==> src/rtl/imem_loader_if.sv <==
// ============================================================================
// Module   : imem_loader_if
// Brief    : Host byte link and instruction-memory write port of the loader.
// Revision : 1.0 - initial release
// ============================================================================
`default_nettype none

interface imem_loader_if #(
  parameter int ADDR_W = 32
);
  logic              start;
  logic [ADDR_W-1:0] prog_len;
  logic              byte_valid;
  logic [7:0]        byte_data;
  logic              byte_ready;
  logic              wr_en;
  logic [ADDR_W-1:0] wr_addr;
  logic [31:0]       wr_data;
  logic              busy;
  logic              done;
  logic              error;
  logic              cpu_hold;

  modport master (
    output start, prog_len, byte_valid, byte_data,
    input  byte_ready, wr_en, wr_addr, wr_data, busy, done, error, cpu_hold
  );

  modport slave (
    input  start, prog_len, byte_valid, byte_data,
    output byte_ready, wr_en, wr_addr, wr_data, busy, done, error, cpu_hold
  );
endinterface

`default_nettype wire

==> src/rtl/imem_loader.sv <==
// ============================================================================
// Module   : imem_loader
// Brief    : Assembles a little-endian byte stream into 32-bit words and writes
//            them to instruction memory from address 0, holding the CPU meanwhile.
// Revision : 1.0 - initial release
// ============================================================================
`default_nettype none

module imem_loader #(
  parameter int DEPTH  = 400,
  parameter int ADDR_W = 32
) (
  input  wire logic     clk,
  input  wire logic     reset,
  imem_loader_if.slave  bus
);

  localparam logic [2:0] c_IDLE  = 3'd0;
  localparam logic [2:0] c_RECV  = 3'd1;
  localparam logic [2:0] c_WRITE = 3'd2;
  localparam logic [2:0] c_DONE  = 3'd3;
  localparam logic [2:0] c_ERR   = 3'd4;

  localparam logic [ADDR_W-1:0] c_DEPTH = ADDR_W'(DEPTH);
  localparam logic [ADDR_W-1:0] c_ONE   = ADDR_W'(1);

  logic [2:0]        state_q,     state_d;
  logic [ADDR_W-1:0] len_q,       len_d;
  logic [ADDR_W-1:0] word_addr_q, word_addr_d;
  logic [1:0]        byte_cnt_q,  byte_cnt_d;
  logic [31:0]       word_q,      word_d;

  logic              wr_en_q,    wr_en_d;
  logic [ADDR_W-1:0] wr_addr_q,  wr_addr_d;
  logic [31:0]       wr_data_q,  wr_data_d;
  logic              busy_q,     busy_d;
  logic              done_q,     done_d;
  logic              error_q,    error_d;
  logic              cpu_hold_q, cpu_hold_d;

  logic w_len_ok;
  assign w_len_ok = (bus.prog_len != '0) && (bus.prog_len <= c_DEPTH);

  always_ff @(posedge clk) begin
    if (!reset) begin
      state_q     <= c_IDLE;
      len_q       <= '0;
      word_addr_q <= '0;
      byte_cnt_q  <= '0;
      word_q      <= '0;
      wr_en_q     <= 1'b0;
      wr_addr_q   <= '0;
      wr_data_q   <= '0;
      busy_q      <= 1'b0;
      done_q      <= 1'b0;
      error_q     <= 1'b0;
      cpu_hold_q  <= 1'b1;
    end else begin
      state_q     <= state_d;
      len_q       <= len_d;
      word_addr_q <= word_addr_d;
      byte_cnt_q  <= byte_cnt_d;
      word_q      <= word_d;
      wr_en_q     <= wr_en_d;
      wr_addr_q   <= wr_addr_d;
      wr_data_q   <= wr_data_d;
      busy_q      <= busy_d;
      done_q      <= done_d;
      error_q     <= error_d;
      cpu_hold_q  <= cpu_hold_d;
    end
  end

  always_comb begin
    state_d     = state_q;
    len_d       = len_q;
    word_addr_d = word_addr_q;
    byte_cnt_d  = byte_cnt_q;
    word_d      = word_q;
    case (state_q)
      c_IDLE, c_DONE, c_ERR: begin
        if (bus.start) begin
          if (w_len_ok) begin
            state_d     = c_RECV;
            len_d       = bus.prog_len;
            word_addr_d = '0;
            byte_cnt_d  = '0;
            word_d      = '0;
          end else begin
            state_d = c_ERR;
          end
        end
      end
      c_RECV: begin
        if (bus.byte_valid) begin
          word_d[{byte_cnt_q, 3'b000} +: 8] = bus.byte_data;
          byte_cnt_d = byte_cnt_q + 2'd1;
          if (byte_cnt_q == 2'd3) begin
            state_d = c_WRITE;
          end
        end
      end
      c_WRITE: begin
        word_addr_d = word_addr_q + c_ONE;
        state_d     = ((word_addr_q + c_ONE) == len_q) ? c_DONE : c_RECV;
      end
      default: state_d = c_IDLE;
    endcase
  end

  // Outputs are registered from the next state so they line up with it.
  always_comb begin
    wr_en_d    = (state_q == c_RECV) && (state_d == c_WRITE);
    wr_addr_d  = wr_en_d ? word_addr_q : wr_addr_q;
    wr_data_d  = wr_en_d ? word_d : wr_data_q;
    busy_d     = (state_d == c_RECV) || (state_d == c_WRITE);
    done_d     = (state_d == c_DONE);
    error_d    = (state_d == c_ERR);
    cpu_hold_d = (state_d != c_DONE);
  end

  assign bus.byte_ready = (state_q == c_RECV);
  assign bus.wr_en      = wr_en_q;
  assign bus.wr_addr    = wr_addr_q;
  assign bus.wr_data    = wr_data_q;
  assign bus.busy       = busy_q;
  assign bus.done       = done_q;
  assign bus.error      = error_q;
  assign bus.cpu_hold   = cpu_hold_q;

endmodule

`default_nettype wire

==> src/flat_wrapper.sv <==
// flat-port wrapper written by rule: the top's interface ports become plain ports
module imem_loader_flat 
#(
  parameter int DEPTH  = 400,
  parameter int ADDR_W = 32
)
  (clk, reset, bus_start, bus_prog_len, bus_byte_valid, bus_byte_data, bus_byte_ready, bus_wr_en, bus_wr_addr, bus_wr_data, bus_busy, bus_done, bus_error, bus_cpu_hold);
  imem_loader_if #(.ADDR_W(ADDR_W)) bus_i ();
  input  wire logic clk;
  input  wire logic reset;
  input wire logic [$bits(bus_i.start)-1:0] bus_start;
  input wire logic [$bits(bus_i.prog_len)-1:0] bus_prog_len;
  input wire logic [$bits(bus_i.byte_valid)-1:0] bus_byte_valid;
  input wire logic [$bits(bus_i.byte_data)-1:0] bus_byte_data;
  output wire logic [$bits(bus_i.byte_ready)-1:0] bus_byte_ready;
  output wire logic [$bits(bus_i.wr_en)-1:0] bus_wr_en;
  output wire logic [$bits(bus_i.wr_addr)-1:0] bus_wr_addr;
  output wire logic [$bits(bus_i.wr_data)-1:0] bus_wr_data;
  output wire logic [$bits(bus_i.busy)-1:0] bus_busy;
  output wire logic [$bits(bus_i.done)-1:0] bus_done;
  output wire logic [$bits(bus_i.error)-1:0] bus_error;
  output wire logic [$bits(bus_i.cpu_hold)-1:0] bus_cpu_hold;
  assign bus_i.start = bus_start;
  assign bus_i.prog_len = bus_prog_len;
  assign bus_i.byte_valid = bus_byte_valid;
  assign bus_i.byte_data = bus_byte_data;
  assign bus_byte_ready = bus_i.byte_ready;
  assign bus_wr_en = bus_i.wr_en;
  assign bus_wr_addr = bus_i.wr_addr;
  assign bus_wr_data = bus_i.wr_data;
  assign bus_busy = bus_i.busy;
  assign bus_done = bus_i.done;
  assign bus_error = bus_i.error;
  assign bus_cpu_hold = bus_i.cpu_hold;
  imem_loader #(.DEPTH(DEPTH), .ADDR_W(ADDR_W)) u_core (.clk(clk), .reset(reset), .bus(bus_i));
endmodule
==> config.mk <==
export PLATFORM = sky130hd
export DESIGN_NAME = imem_loader_flat
export DESIGN_NICKNAME = d
export VERILOG_FILES = /design/src/rtl/imem_loader_if.sv /design/src/rtl/imem_loader.sv /design/src/flat_wrapper.sv
export SDC_FILE = /design/constraint.sdc
export NUM_CORES = 1
export LEC_CHECK = 0
export BUFFER_PORTS_ARGS = -buffer_cell sky130_fd_sc_hd__buf_2
export CORE_MARGIN = 3
export CORE_UTILIZATION = 61
export DETAILED_ROUTE_END_ITERATION = 10
export HOLD_SLACK_MARGIN = 0.06
export PLACE_DENSITY_LB_ADDON = 0.05
export SLEW_MARGIN = 10
export SYNTH_ARGS = -nofsm -noshare
export SYNTH_HDL_FRONTEND = slang
export SYNTH_SLANG_ARGS = --single-unit
==> constraint.sdc <==
create_clock -name clk -period 6.2 [get_ports clk]
set_input_delay 1.24 -clock clk [delete_from_list [all_inputs] [get_ports clk]]
set_output_delay 1.24 -clock clk [all_outputs]
set_load 0.02 [all_outputs]
Yosys cells after proc, flatten, opt, wreduce, memory -nomap -nowiden
Index checks and enable logic that the tools add are counted.
- add/sub/neg operators: 3
- order comparisons: 1
- eq/ne operators: 14
- shift-type cells: 2
- multiplexer cells: 18
- reduce and logical (&&, ||, !) cells: 11
- operator list (kind ; count):
    32-bit two-way mux ; 5
    32-bit one-hot mux with 2 select lines ; 2
    32-bit by 1-bit adder with 32-bit output (second input constant) ; 1
    32-bit bitwise mux ; 1
    32-bit == test ; 1
    32-bit by 9-bit <= comparator with 1-bit output (second input constant) ; 1
    32-bit nonzero test ; 1
    8-bit by 7-bit variable shift with 32-bit output (first input constant) ; 1
    8-bit by 7-bit variable part select with 32-bit output ; 1
    3-bit by 2-bit == test with 1-bit output (second input constant) ; 4
    3-bit two-way mux ; 4
    3-bit one-hot mux with 3 select lines ; 1
    2-bit two-way mux ; 4
    5-bit negation with 7-bit output ; 1
    3-bit by 1-bit == test with 1-bit output (second input constant) ; 2
    3-bit == test (second input constant) ; 2
    3-bit AND reduction ; 2
    2-bit inequality test (second input constant) ; 2
    2-bit one-hot mux with 2 select lines ; 1
    4-bit AND reduction ; 1
    2-bit nonzero test ; 2
    3-bit logical NOT ; 1
    3-bit by 2-bit inequality test with 1-bit output (second input constant) ; 1
    3-bit OR reduction ; 1
    5 further kinds ; 6
- bits in registers: 170
- bits of input ports: 44
- output and inout bits: 70
- word-level logic and storage cells: 61

Logic depth before layout (Yosys ltp)
Gate-level depths: netlist (run 1).
- depth after elaboration: 7
- gate-level depth with buffers: 11
- gate-level depth less buffers: 9

Least setup slack after synthesis (run 1)
Ideal clock, no wire load.
- kind: input-to-reg
- start: input port bus_prog_len[31]
- end: register u_core.wr_data_q[0] (netlist: u_core.bus.wr_data[0])
- setup time: 0.133 ns
- arrival: 3.201 ns
- data required time: 6.067 ns
- setup slack: 2.867 ns
- stages on the path: 8
- path buffers: 0
- cells stage by stage: nor4b_1 nand4_1 nor4_1 and2_1 a21oi_1 o21a_1 a22oi_1 a21oi_1
- word-level cells in the longest chain between the ends: 7
- elaborated cells on any way between the ends: 11
- those cells by class: order compare: 1; eq/ne: 1; mux: 6; reduce/logical: 3
- ends and longest elaborated chain (element ; RTL line ; RTL):
    start: declaration ; flat_wrapper.sv:12 ; input wire logic [$bits(bus_i.prog_len)-1:0] bus_prog_len;
    32-bit by 9-bit <= comparator with 1-bit output / 32-bit nonzero test (equally long branches) ; imem_loader.sv:42 ; assign w_len_ok = (bus.prog_len != '0) && (bus.prog_len <= c_DEPTH);
    1-bit logical AND * ; imem_loader.sv:42 ;
    3-bit two-way mux ; imem_loader.sv:83 ; if (w_len_ok) begin
    3-bit two-way mux ; imem_loader.sv:82 ; if (bus.start) begin
    3-bit one-hot mux with 3 select lines ; imem_loader.sv:80 ; case (state_q)
    3-bit by 2-bit == test with 1-bit output ; imem_loader.sv:113 ; wr_en_d = (state_q == c_RECV) && (state_d == c_WRITE);
    1-bit logical AND ; imem_loader.sv:113 ;
    end signal: assignment ; imem_loader.sv:66 ; wr_data_q <= wr_data_d;
    end: declaration ; imem_loader.sv:35 ; logic [31:0] wr_data_q, wr_data_d;
Every way passes the cells marked *; elsewhere a longest branch is shown, timed or not.
A chain may end at the register's enable or synchronous reset.

Final worst setup path (run 1)
- start: input port bus_prog_len[31]
- end: register u_core.wr_data_q[26] (netlist: u_core.bus.wr_data[26])
Same word-level chain as after synthesis.

==> flow_summary.yaml, run 1 <==
worst_setup_path:
  cp_capture_point: "u_core.bus.wr_data[26]"
  criticalPathCategory: "primary input to register"
  reg2reg_capture_point: "u_core.bus.busy"
  worstReg2RegStart: "u_core.word_addr_q[0]"
  reg2reg_depth: 9
  critical_path.max_fanout: 36
  end_kind: "register"
  worst_setup_path_start_kind: "primary input"
  rrSetupSlack_ns: 2.93
  timing.critical_path.arrival_ns: 3.92
  required_ns: 6.45
  timing.critical_path.from: "bus_prog_len[31]"
global_routing:
  grt.total_usage_pct: 28.8
  grt_first_pass_wirelength_um: 31100
  largest_net_degree_at_the_start_of_global_routing: 70
  vias_in_the_first_global_route: 6461
  antenna_found_initial: 0
  overflow_left_after_global_routing: 0
cells_and_area:
  fillCellCount: 923
  multi_input_combinational_cell_area_sq_mm: 0.00372
  area_growth_syn_to_layout_pct: 15.0
  postLayoutCoreUtil_pct: 73.5
  fraction_of_layout_instances_using_a_drive_strength_above_1_pct: 17.4
  non_filler_instances: 1117
  ff_latch_area_sq_mm: 0.00340
  insertedDiodeCount: 0
  finalNetCount: 1013
clock_tree:
  cts_htree_levels: 4
  number_of_buffers_inserted_for_hold_repair_after_clock_tree_synthesis: 0
  clock_insertion_delay_worst_skew_ns: 0.43
  cts_root_buffer: "sky130_fd_sc_hd__clkbuf_16"
  clock_sink_count: 170
  clock_path_buffers: 2
  tritoncts_clock_tree: "done"
  ctsResizeCount: 0
  clkTransAtPathRegs_ns: 0.06
  post-cts-setup-buffer-count: 0
  cts_made_buffers: 17
route:
  route.detailed.vias_per_inst: 6.08
  route.detailed.wl_per_inst_um: 17.0
  initialDrtViolationCount: 762
  post-route-drc-count: 0
  detail-route-antenna-nets: 0
  vias: 6792
  drt_first_pass_iters: 5
  totalWireLength_um: 18900
power:
  worst_ir_drop_vdd_v: 0.000208
  static_leak_nw: 3.47
  pwr_cell_area_mw_per_mm2: 260
  fin_total_pwr_mw: 2.23
floorplan:
  die-area_sq_mm: 0.0136
  die-width_um: 117
  die_height_um: 117
  coreArea_sq_mm: 0.0117
  io-pin-count: 114
  start_util_pct: 63.9
  number_of_rows_created_at_floorplan: 39
synthesis:
  cell_variety_after_synth: 63
  synth-main-ff-cell: "sky130_fd_sc_hd__dfxtp_1"
  synth_top_area_share_pct: 45.7
  syn_inst: 893
  ys_top_cells_by_count: "170 x sky130_fd_sc_hd__dfxtp_1, 112 x sky130_fd_sc_hd__nand2_1, 98 x sky130_fd_sc_hd__nor2_1, 90 x sky130_fd_sc_hd__a21oi_1, 55 x sky130_fd_sc_hd__o21ai_0"
  syn_avg_cell_area_sq_um: 8.35
  synth-async-reset-ratio_pct: 0
  post_synth_instance_area_sq_mm: 0.00745
  post-synth-top-count-cell: "sky130_fd_sc_hd__dfxtp_1"
  synth_enable_flop_cells: 0
  proportion_of_synthesized_chip_area_in_sequential_cells_pct: 45.7
  postSynthRegisterBits: 170
  mappedNetlistNets: 944
  netlist_top_cells_area: "sky130_fd_sc_hd__dfxtp_1 46%, sky130_fd_sc_hd__a21oi_1 6.0%, sky130_fd_sc_hd__nand2_1 5.6%"
  yosys.area.top_type: "sky130_fd_sc_hd__dfxtp_1"
  yosysWarnings: 0
timing:
  rsz0062_at_grt: "no"
  finalCritPeriodShare_pct: 59.3
  finalSetupViolations: 0
  setup_total_negative_slack_ns: 0
  max_slew_margin_pct: 31.4
  max_freq_ghz: 0.272
  slew_viol_final: 0
  fin_skew_ns: 0.00927
  hold_viol: 0
  worst-slew-pin-transition_ns: 1.03
  clock_period_minus_final_worst_setup_slack_ns: 3.67
  final.setup.worst_slack_ns: 2.53
run:
  maxCapViolations: 0
outcome:
  status: "finished clean"
placement:
  dp_cells: 1086
  dpl_worst_slack_ns: 2.15
  portBuffers: 113
  gp_congestion: 0.951
  dpl.hpwl_um: 13000
hold_path:
  holdCritPathClass: "register to register"
  hold-path-cell-count: 2
-- routing by layer --
layer | global-route usage [%] | vias to the layer above | part of all wire [%]
met5 | 0 | - | 0
met2 | 45.7 | 287 | 46
met4 | 10.3 | 0 | 1.9
met3 | 6.27 | 33 | 6.9
met1 | 38.8 | 3180 | 45
li1 | - | 3292 | -
-- placed cells by master, fill, tap and decap left out, types with 4 or more instances in the layout --
master	instances
sky130_fd_sc_hd__dfxtp_1	170
sky130_fd_sc_hd__buf_2	113
sky130_fd_sc_hd__nand2_1	112
sky130_fd_sc_hd__nor2_1	97
sky130_fd_sc_hd__a21oi_1	90
sky130_fd_sc_hd__o21ai_0	55
sky130_fd_sc_hd__a22oi_1	34
sky130_fd_sc_hd__xnor2_1	29
sky130_fd_sc_hd__and3_1	25
sky130_fd_sc_hd__nand3_1	17
sky130_fd_sc_hd__xor2_1	17
sky130_fd_sc_hd__clkbuf_16	17
sky130_fd_sc_hd__a211oi_1	14
sky130_fd_sc_hd__nor4_1	13
sky130_fd_sc_hd__nor3_1	11
sky130_fd_sc_hd__mux2i_1	11
sky130_fd_sc_hd__a31oi_1	10
sky130_fd_sc_hd__nand4_1	9
sky130_fd_sc_hd__and2_1	9
sky130_fd_sc_hd__inv_1	8
sky130_fd_sc_hd__or3_1	8
sky130_fd_sc_hd__or4_1	7
sky130_fd_sc_hd__ha_1	7
sky130_fd_sc_hd__buf_4	7
sky130_fd_sc_hd__nand3b_1	5
sky130_fd_sc_hd__nor2b_1	4
sky130_fd_sc_hd__o21a_1	4
sky130_fd_sc_hd__and4_1	4
sky130_fd_sc_hd__or2_2	4
sky130_fd_sc_hd__o221ai_1	4
-- sequential cells by signal, summed over array words and instances (netlist names) --
register             flops
u_core.word_q           32
u_core.bus.done          1
u_core.len_q            32
u_core.bus.wr_en         1
u_core.state_q           3
u_core.bus.cpu_hold      1
u_core.bus.wr_addr      32
u_core.bus.error         1
u_core.bus.wr_data      32
u_core.byte_cnt_q        2
u_core.word_addr_q      32
u_core.bus.busy          1
-- cell type report --
cell class / count / area share, %
multi-input cells: 644 / 43.5
flip-flops and latches: 170 / 39.7
repair buffers: 120 / 7.21
clock buffers: 19 / 5.17
well taps: 143 / 2.09
clock inverters: 12 / 1.93
inverters: 9 / 0.394
-- report_power, final --
| group | switching [mW] | internal (mW) | total (mW) |
|---|---|---|---|
| clock network | 0.439 | 0.650 | 1.09 |
| registers | 0.000813 | 1.09 | 1.09 |
| logic | 0.0306 | 0.0136 | 0.0442 |
-- critical path: stages --
cell and delay [ns]:
sky130_fd_sc_hd__buf_2 0.09, sky130_fd_sc_hd__nor4b_1 0.43, sky130_fd_sc_hd__nand4_1 0.15, sky130_fd_sc_hd__nor4_1 0.89
sky130_fd_sc_hd__o21ai_2 0.10, sky130_fd_sc_hd__buf_4 0.30, sky130_fd_sc_hd__a21boi_1 0.28, sky130_fd_sc_hd__a22oi_1 0.30
sky130_fd_sc_hd__a211oi_1 0.12
-- worst min path at each step --
stage | startpoint | endpoint | slack, ns
finish | u_core.bus.wr_addr[27] | u_core.bus.wr_addr[27] | 0.45
global route | u_core.bus.wr_addr[21] | u_core.bus.wr_addr[21] | 0.48
CTS | u_core.bus.wr_addr[13] | u_core.bus.wr_addr[13] | 0.45
detailed placement | u_core.bus.wr_addr[13] | u_core.bus.wr_addr[13] | 0.45
global placement | u_core.bus.wr_addr[19] | u_core.bus.wr_addr[19] | 0.44
floorplan | u_core.word_addr_q[31] | u_core.bus.wr_addr[31] | 0.47
-- metrics by stage --
| step | area, sq um | hold WS [ns] |
|---|---|---|
| after floorplan | 7450 | 0.470 |
| after detailed placement | 7960 | 0.446 |
| final | 8570 | 0.455 |
| after CTS | 8570 | 0.454 |
| after global placement | 7960 | 0.439 |
| after global routing | 8570 | 0.479 |
-- logic make-up after synthesis --
family          synth area share, %
xor+xnor                       5.41
mux                            1.63
simple gates                   23.2
buf+inv                        4.40
flops                          45.7
fa+ha+maj                      1.18
compound gates                 18.6
Note: power is estimated with default switching activity, not from simulation.
==> run 2, diff against run 1 <==
--- a/config.mk
+++ b/config.mk
@@ -5,9 +5,10 @@
 export SDC_FILE = /design/constraint.sdc
 export NUM_CORES = 1
 export LEC_CHECK = 0
+export ABC_AREA = 1
 export BUFFER_PORTS_ARGS = -buffer_cell sky130_fd_sc_hd__buf_2
 export CORE_MARGIN = 3
-export CORE_UTILIZATION = 61
+export CORE_UTILIZATION = 52
 export DETAILED_ROUTE_END_ITERATION = 10
 export HOLD_SLACK_MARGIN = 0.06
 export PLACE_DENSITY_LB_ADDON = 0.05
==> constraint.sdc (replaced) <==
create_clock -name clk -period 3.1 [get_ports clk]
set_input_delay 0.62 -clock clk [delete_from_list [all_inputs] [get_ports clk]]
set_output_delay 0.62 -clock clk [all_outputs]
set_load 0.02 [all_outputs]
==> run 2 against run 1 <==
Net effect:
- worst setup slack worse by 2.0 ns
- register-to-register slack worse by 2.4 ns
- final cell count is 33% higher
- critical path type is now register to register
- critical endpoint is now u_core.bus.wr_data[1]
- highest routed layer unchanged
- clock skew is 0.00055 ns lower
- cell area is 11% higher
==> flow_summary.yaml, run 2 <==
floorplan:
  io-pin-count: 114
  start_util_pct: 53.4
  die-width_um: 131
  die-area_sq_mm: 0.0172
  number_of_rows_created_at_floorplan: 45
  coreArea_sq_mm: 0.0153
  die_height_um: 131
route:
  routedLengthMet1_um: 9470
  route.detailed.vias_per_inst: 5.23
  post-route-drc-count: 0
  initialDrtViolationCount: 571
  met2RoutedLength_um: 10200
  top_layer: "met4"
  route.detailed.wl_per_inst_um: 14.1
  vias: 7777
  drt_first_pass_iters: 5
  totalWireLength_um: 21000
  met3_length_um: 991
  detail-route-antenna-nets: 0
worst_setup_path:
  worstReg2RegStart: "u_core.byte_cnt_q[0]"
  critPathMaxStageDelay_ns: 0.68
  timing.critical_path.slowest_stage_cell: "sky130_fd_sc_hd__or4_1"
  timing.critical_path.arrival_ns: 2.93
  worstPathCellList: "inv_1, ha_1, clkinv_1, or4_1, o21ai_0, a22oi_1, a21o_1, inv_1"
  worst_setup_path_start_kind: "register"
  rrSetupSlack_ns: 0.55
  critical_path.max_fanout: 14
  critical_path.most_common_cell: "sky130_fd_sc_hd__inv_1"
  criticalPathCategory: "register to register"
  end_kind: "register"
  reg2reg_capture_point: "u_core.bus.wr_data[1]"
  required_ns: 3.48
  reg2reg_depth: 8
placement:
  dpl.hpwl_um: 14900
  dp_cells: 1455
  portBuffers: 113
  gp_congestion: 0.847
cells_and_area:
  finalNetCount: 1314
  fillCellCount: 1487
  fraction_of_layout_instances_using_a_drive_strength_above_1_pct: 14.6
  commonest_non_fill_non_tap_cell_in_the_layout: "sky130_fd_sc_hd__nand2_1"
  non_filler_instances: 1487
  insertedDiodeCount: 0
  area_growth_syn_to_layout_pct: 16.6
  layout_common_cells: "269 x sky130_fd_sc_hd__nand2_1, 170 x sky130_fd_sc_hd__dfxtp_1, 136 x sky130_fd_sc_hd__inv_1"
synthesis:
  cell_variety_after_synth: 38
  synth-main-ff-cell: "sky130_fd_sc_hd__dfxtp_1"
  synth_enable_flop_cells: 0
  proportion_of_synthesized_chip_area_in_sequential_cells_pct: 41.8
  postSynthRegisterBits: 170
  syn_inst: 1172
  mappedNetlistNets: 1223
  synth-async-reset-ratio_pct: 0
  ys_top_cells_by_count: "269 x sky130_fd_sc_hd__nand2_1, 170 x sky130_fd_sc_hd__dfxtp_1, 136 x sky130_fd_sc_hd__inv_1, 116 x sky130_fd_sc_hd__nand3_1"
  syn_avg_cell_area_sq_um: 6.95
  post_synth_instance_area_sq_mm: 0.00815
  post-synth-top-count-cell: "sky130_fd_sc_hd__nand2_1"
  synth_top_area_share_pct: 41.8
  netlist_top_cells_area: "sky130_fd_sc_hd__dfxtp_1 42%, sky130_fd_sc_hd__nand2_1 12%, sky130_fd_sc_hd__nand3_1 7.1%"
  yosysWarnings: 0
  yosys.area.top_type: "sky130_fd_sc_hd__dfxtp_1"
timing:
  rsz0062_at_grt: "no"
  finalCritPeriodShare_pct: 82.4
  slew_viol_final: 0
  finalSetupViolations: 0
  hold_viol: 0
  fin_skew_ns: 0.00872
  max_freq_ghz: 0.392
  setup_total_negative_slack_ns: 0
  worst-slew-pin-transition_ns: 0.493
  clock_period_minus_final_worst_setup_slack_ns: 2.55
  max_slew_margin_pct: 67.1
global_routing:
  grt_first_pass_wirelength_um: 35000
  vias_in_the_first_global_route: 7240
  overflow_left_after_global_routing: 0
  grt.total_usage_pct: 24.5
  antenna_found_initial: 0
  largest_net_degree_at_the_start_of_global_routing: 76
clock_tree:
  number_of_buffers_inserted_for_hold_repair_after_clock_tree_synthesis: 0
  clock_sink_count: 170
  clock_insertion_delay_worst_skew_ns: 0.43
  cts_root_buffer: "sky130_fd_sc_hd__clkbuf_16"
  clkTransAtPathRegs_ns: 0.07
  cts_htree_levels: 4
  ctsResizeCount: 0
  post-cts-setup-buffer-count: 0
  cts_made_buffers: 17
  clock_path_buffers: 2
  tritoncts_clock_tree: "done"
hold_path:
  hold-path-cell-count: 2
  worstHoldEndpoint: "u_core.len_q[9]"
  holdCritPathClass: "register to register"
  hold_path_startpoint: "u_core.len_q[9]"
run:
  maxCapViolations: 0
power:
  total_switching_power_mw: 0.973
  pwr_cell_area_mw_per_mm2: 475
  intPower_mw: 3.54
  p_seq_share_pct: 48.4
  power.clock.fraction_pct: 49.4
  static_leak_nw: 4.38
  netSwitchingFraction_pct: 21.5
  power.share.combinational_pct: 2.2
  worst_ir_drop_vdd_v: 0.000402
outcome:
  status: "finished clean"
-- run 2: changes by cell type after synthesis, sizes merged, moves of 12 or more --
cell,previous run,this run
nand2,112,276
and3,26,0
xnor2,29,1
a211oi,14,2
inv,9,140
xor2,17,0
nor2,98,110
a21o,0,29
a22oi,34,21
clkbuf,55,41
nand3,18,119
o21ai,56,102
-- run 2: worst max path at each step --
stage | startpoint | end
global placement | u_core.byte_cnt_q[0] | u_core.bus.wr_data[7]
floorplan | u_core.byte_cnt_q[0] | u_core.bus.wr_data[7]
detailed placement | u_core.byte_cnt_q[0] | u_core.bus.wr_data[1]
CTS | u_core.byte_cnt_q[0] | u_core.bus.wr_data[1]
finish | u_core.byte_cnt_q[0] | u_core.bus.wr_data[1]
global route | u_core.byte_cnt_q[0] | u_core.bus.wr_data[1]
-- run 2: layout make-up --
class | instances | area, sq um | area share (%)
Multi-Input combinational cell | 807 | 4020 | 42.3
Clock buffer | 21 | 460 | 4.84
Sequential cell | 170 | 3400 | 35.8
Timing Repair Buffer | 125 | 668 | 7.03
Tap cell | 211 | 264 | 2.78
Inverter | 142 | 533 | 5.61
Clock inverter | 11 | 160 | 1.68
-- run 2: power groups by stage --
stage	combinational [mW]	sequential [mW]	clock, mW
3_5_place_dp	0.0979	2.24	0
3_3_place_gp	0.0977	2.24	0
5_1_grt	0.108	2.18	2.36
4_1_cts	0.0977	2.19	2.27
2_1_floorplan	0.0449	2.24	0
6_report	0.0978	2.19	2.23
-- run 2: stage by stage --
stage | hold WS, ns | cell area [sq um] | power [mW] | worst slack, ns | utilization (%)
final | 0.463 | 9510 | 4.52 | 0.547 | 62.3
after global routing | 0.478 | 9510 | 4.65 | 0.314 | 62.3
after CTS | 0.464 | 9510 | 4.55 | 0.560 | 62.3
after detailed placement | 0.453 | 8880 | 2.33 | 0.576 | 58.2
after global placement | 0.443 | 8880 | 2.33 | 0.637 | 58.2
after floorplan | 0.436 | 8150 | 2.28 | 0.815 | -
-- run 2: worst max-delay path: cells and delay by family (launching register included) --
| family | cells | cell delay, ns |
|---|---|---|
| flops | 1 | 0.44 |
| compound gates | 3 | 0.53 |
| fa+ha+maj | 1 | 0.36 |
| buf+inv | 3 | 0.50 |
| simple gates | 1 | 0.68 |
-- run 2: cells by family after synthesis --
group                    after synthesis  share of synthesized area, %
XOR/XNOR                               2                         0.399
flip-flops                           170                          41.8
adder cells (fa/ha/maj)                7                          1.07
buffers and inverters                195                          9.09
AND/OR/NAND/NOR                      541                          29.8
AO/OA/AOI/OAI                        257                          17.9
-- run 2: metal layers --
layer / track usage, % / up-vias
met1: 31.3 / 3576
met2: 41.7 / 168
met4: 7.35 / 0
li1: - / 4009
met5: 0 / -
met3: 5.51 / 24
==> run 3, diff against run 2 <==
--- a/config.mk
+++ b/config.mk
@@ -5,10 +5,10 @@
 export SDC_FILE = /design/constraint.sdc
 export NUM_CORES = 1
 export LEC_CHECK = 0
-export ABC_AREA = 1
+export ABC_AREA = 0
 export BUFFER_PORTS_ARGS = -buffer_cell sky130_fd_sc_hd__buf_2
 export CORE_MARGIN = 3
-export CORE_UTILIZATION = 52
+export CORE_UTILIZATION = 51
 export DETAILED_ROUTE_END_ITERATION = 10
 export HOLD_SLACK_MARGIN = 0.06
 export PLACE_DENSITY_LB_ADDON = 0.05
==> constraint.sdc (replaced) <==
create_clock -name clk -period 2.2 [get_ports clk]
set_input_delay 0.44 -clock clk [delete_from_list [all_inputs] [get_ports clk]]
set_output_delay 0.44 -clock clk [all_outputs]
set_load 0.02 [all_outputs]
==> run 3 against run 2 <==
Net effect:
- cell area up 6.7%
- largest power group unchanged
- count of clock-buffer cells in the layout down 3
- register-to-register slack worse by 0.93 ns
- the run now ends with negative setup slack left
- highest routed layer unchanged
- fmax down 1.2%
- clock skew up 0.0035 ns
==> flow_summary.yaml, run 3 (synthesized netlist as in run 1, its figures left out) <==
cells_and_area:
  commonest_non_fill_non_tap_cell_in_the_layout: "sky130_fd_sc_hd__dfxtp_1"
  non_filler_instances: 1284
  post_route_cell_area_sq_mm: 0.0101
  insertedDiodeCount: 0
  area_growth_syn_to_layout_pct: 36.1
  fraction_of_layout_instances_using_a_drive_strength_above_1_pct: 33.3
  finalNetCount: 1143
  layout_common_cells: "154 x sky130_fd_sc_hd__dfxtp_1, 124 x sky130_fd_sc_hd__buf_4, 110 x sky130_fd_sc_hd__nand2_1"
clock_tree:
  clock_sink_count: 170
  clock_insertion_delay_worst_skew_ns: 0.43
  cts_root_buffer: "sky130_fd_sc_hd__clkbuf_16"
  tritoncts_clock_tree: "done"
  cts_htree_levels: 4
  clock_path_buffers: 2
  cts_made_buffers: 17
  number_of_buffers_inserted_for_hold_repair_after_clock_tree_synthesis: 0
  clkTransAtPathRegs_ns: 0.07
outcome:
  failing_checks: "negative setup slack"
  status: "finished, violations left"
worst_setup_path:
  critical_path.max_fanout: 4
  criticalPathCategory: "register to register"
  worst_setup_path_start_kind: "register"
  required_ns: 2.50
  timing.critical_path.arrival_ns: 2.89
  end_kind: "register"
timing:
  hold_viol: 0
  clock_period_minus_final_worst_setup_slack_ns: 2.58
  finalCritPeriodShare_pct: 117
  setup_total_negative_slack_ns: -1.56
  fin_skew_ns: 0.0122
  finalSetupViolations: 7
  final.hold.worst_slack_ns: 0.367
  max_freq_ghz: 0.387
  final.setup.worst_slack_ns: -0.385
  slew_viol_final: 0
  worst-slew-pin-transition_ns: 0.473
  max_slew_margin_pct: 68.2
  rsz0062_at_grt: "yes"
run:
  maxCapViolations: 0
placement:
  gp_congestion: 0.858
  dpl.hpwl_um: 15000
  portBuffers: 113
  placedInstanceArea_sq_mm: 0.00907
  dp_cells: 1236
route:
  drt_first_pass_iters: 5
  route.detailed.wl_per_inst_um: 17.2
  route.detailed.vias_per_inst: 5.67
  detail-route-antenna-nets: 0
  post-route-drc-count: 0
  initialDrtViolationCount: 480
  vias: 7286
  totalWireLength_um: 22100
floorplan:
  coreArea_sq_mm: 0.0141
  io-pin-count: 114
  start_util_pct: 52.9
  number_of_rows_created_at_floorplan: 43
  die_height_um: 127
  die-width_um: 127
  die-area_sq_mm: 0.0161
global_routing:
  vias_in_the_first_global_route: 7312
  grt.total_usage_pct: 26.8
  largest_net_degree_at_the_start_of_global_routing: 71
  grt_first_pass_wirelength_um: 35000
  antenna_found_initial: 0
  overflow_left_after_global_routing: 0
power:
  worst_ir_drop_vdd_v: 0.000697
  static_leak_nw: 4.28
  intPower_mw: 4.96
  pwr_cell_area_mw_per_mm2: 629
  power.clock.fraction_pct: 48.9
  power.share.combinational_pct: 2.9
  total_switching_power_mw: 1.42
  p_seq_share_pct: 48.2
  netSwitchingFraction_pct: 22.2
hold_path:
  holdCritPathClass: "primary input to register"
## run 3: cell types whose count changed in the layout (fill, tap and decap cells not counted), moves of 11 or more
cell	delta
sky130_fd_sc_hd__nand2_1	-159
sky130_fd_sc_hd__dfxtp_1	-16
sky130_fd_sc_hd__o21ai_0	-54
sky130_fd_sc_hd__nand3_1	-102
sky130_fd_sc_hd__dfxtp_2	+11
sky130_fd_sc_hd__a21o_1	-29
sky130_fd_sc_hd__inv_1	-128
sky130_fd_sc_hd__xnor2_1	+27
sky130_fd_sc_hd__and3_1	+25
sky130_fd_sc_hd__buf_4	+113
sky130_fd_sc_hd__xor2_1	+17
## run 3: cell type report
cell class,instances,area (sq um)
repair buffers,250,1730
fillers,1122,3950
multi-input cells,644,4110
clock inverters,13,180
clock buffers,18,429
well taps,180,225
flip-flops and latches,170,3440
inverters,9,33.8
## run 3: repair_timing
| action | CTS | global route |
|---|---|---|
| gates resized for setup | 10 | 73 |
| pin swaps | 13 | 22 |
| buffers inserted | 4 | 15 |
| endpoints found under the setup margin | 8 | 21 |
## run 3: power by group through the flow
stage / registers, mW / logic, mW / clock network (mW)
detailed placement: 3.15 / 0.167 / 0
CTS: 3.08 / 0.167 / 3.17
global placement: 3.15 / 0.165 / 0
global route: 3.07 / 0.194 / 3.32
finish: 3.07 / 0.182 / 3.12
floorplan: 3.15 / 0.0554 / 0
## run 3: per-layer routing
layer	GRT usage [%]	part of all wire (%)	vias to the layer above
li1	-	-	3550
met1	30.9	41	3453
met2	46.6	50	231
met3	6.82	5.0	52
met4	12.0	3.3	0
met5	0	0	-
## run 3: through the flow
stage | total power, mW | util (%) | worst slack, ns
after global placement | 3.31 | 64.3 | -0.450
after CTS | 6.41 | 69.0 | -0.419
after global routing | 6.59 | 72.0 | -0.469
after floorplan | 3.20 | - | -0.293
after detailed placement | 3.31 | 64.3 | -0.524
final | 6.38 | 72.0 | -0.385
## run 3: critical path, stage by stage, from the launching register on
cell	delay [ns]
sky130_fd_sc_hd__dfxtp_4	0.37
sky130_fd_sc_hd__ha_4	0.14
sky130_fd_sc_hd__nand3_4	0.09
sky130_fd_sc_hd__or4_4	0.54
sky130_fd_sc_hd__nor3b_2	0.21
sky130_fd_sc_hd__o221ai_1	0.19
sky130_fd_sc_hd__a2111o_1	0.36
sky130_fd_sc_hd__nor4_4	0.17
sky130_fd_sc_hd__a41o_1	0.30
sky130_fd_sc_hd__o22ai_1	0.09
## run 3: worst paths after layout
path                                               end                   start  slack, ns  depth (start not counted)
worst max-delay path                   u_core.bus.busy   u_core.word_addr_q[0]      -0.38                          9
worst min-delay path                   u_core.len_q[5]         bus_prog_len[5]       0.37                          4
worst max register to register         u_core.bus.busy   u_core.word_addr_q[0]      -0.38                          9
worst min register to register  u_core.bus.wr_addr[10]  u_core.bus.wr_addr[10]       0.45                          2
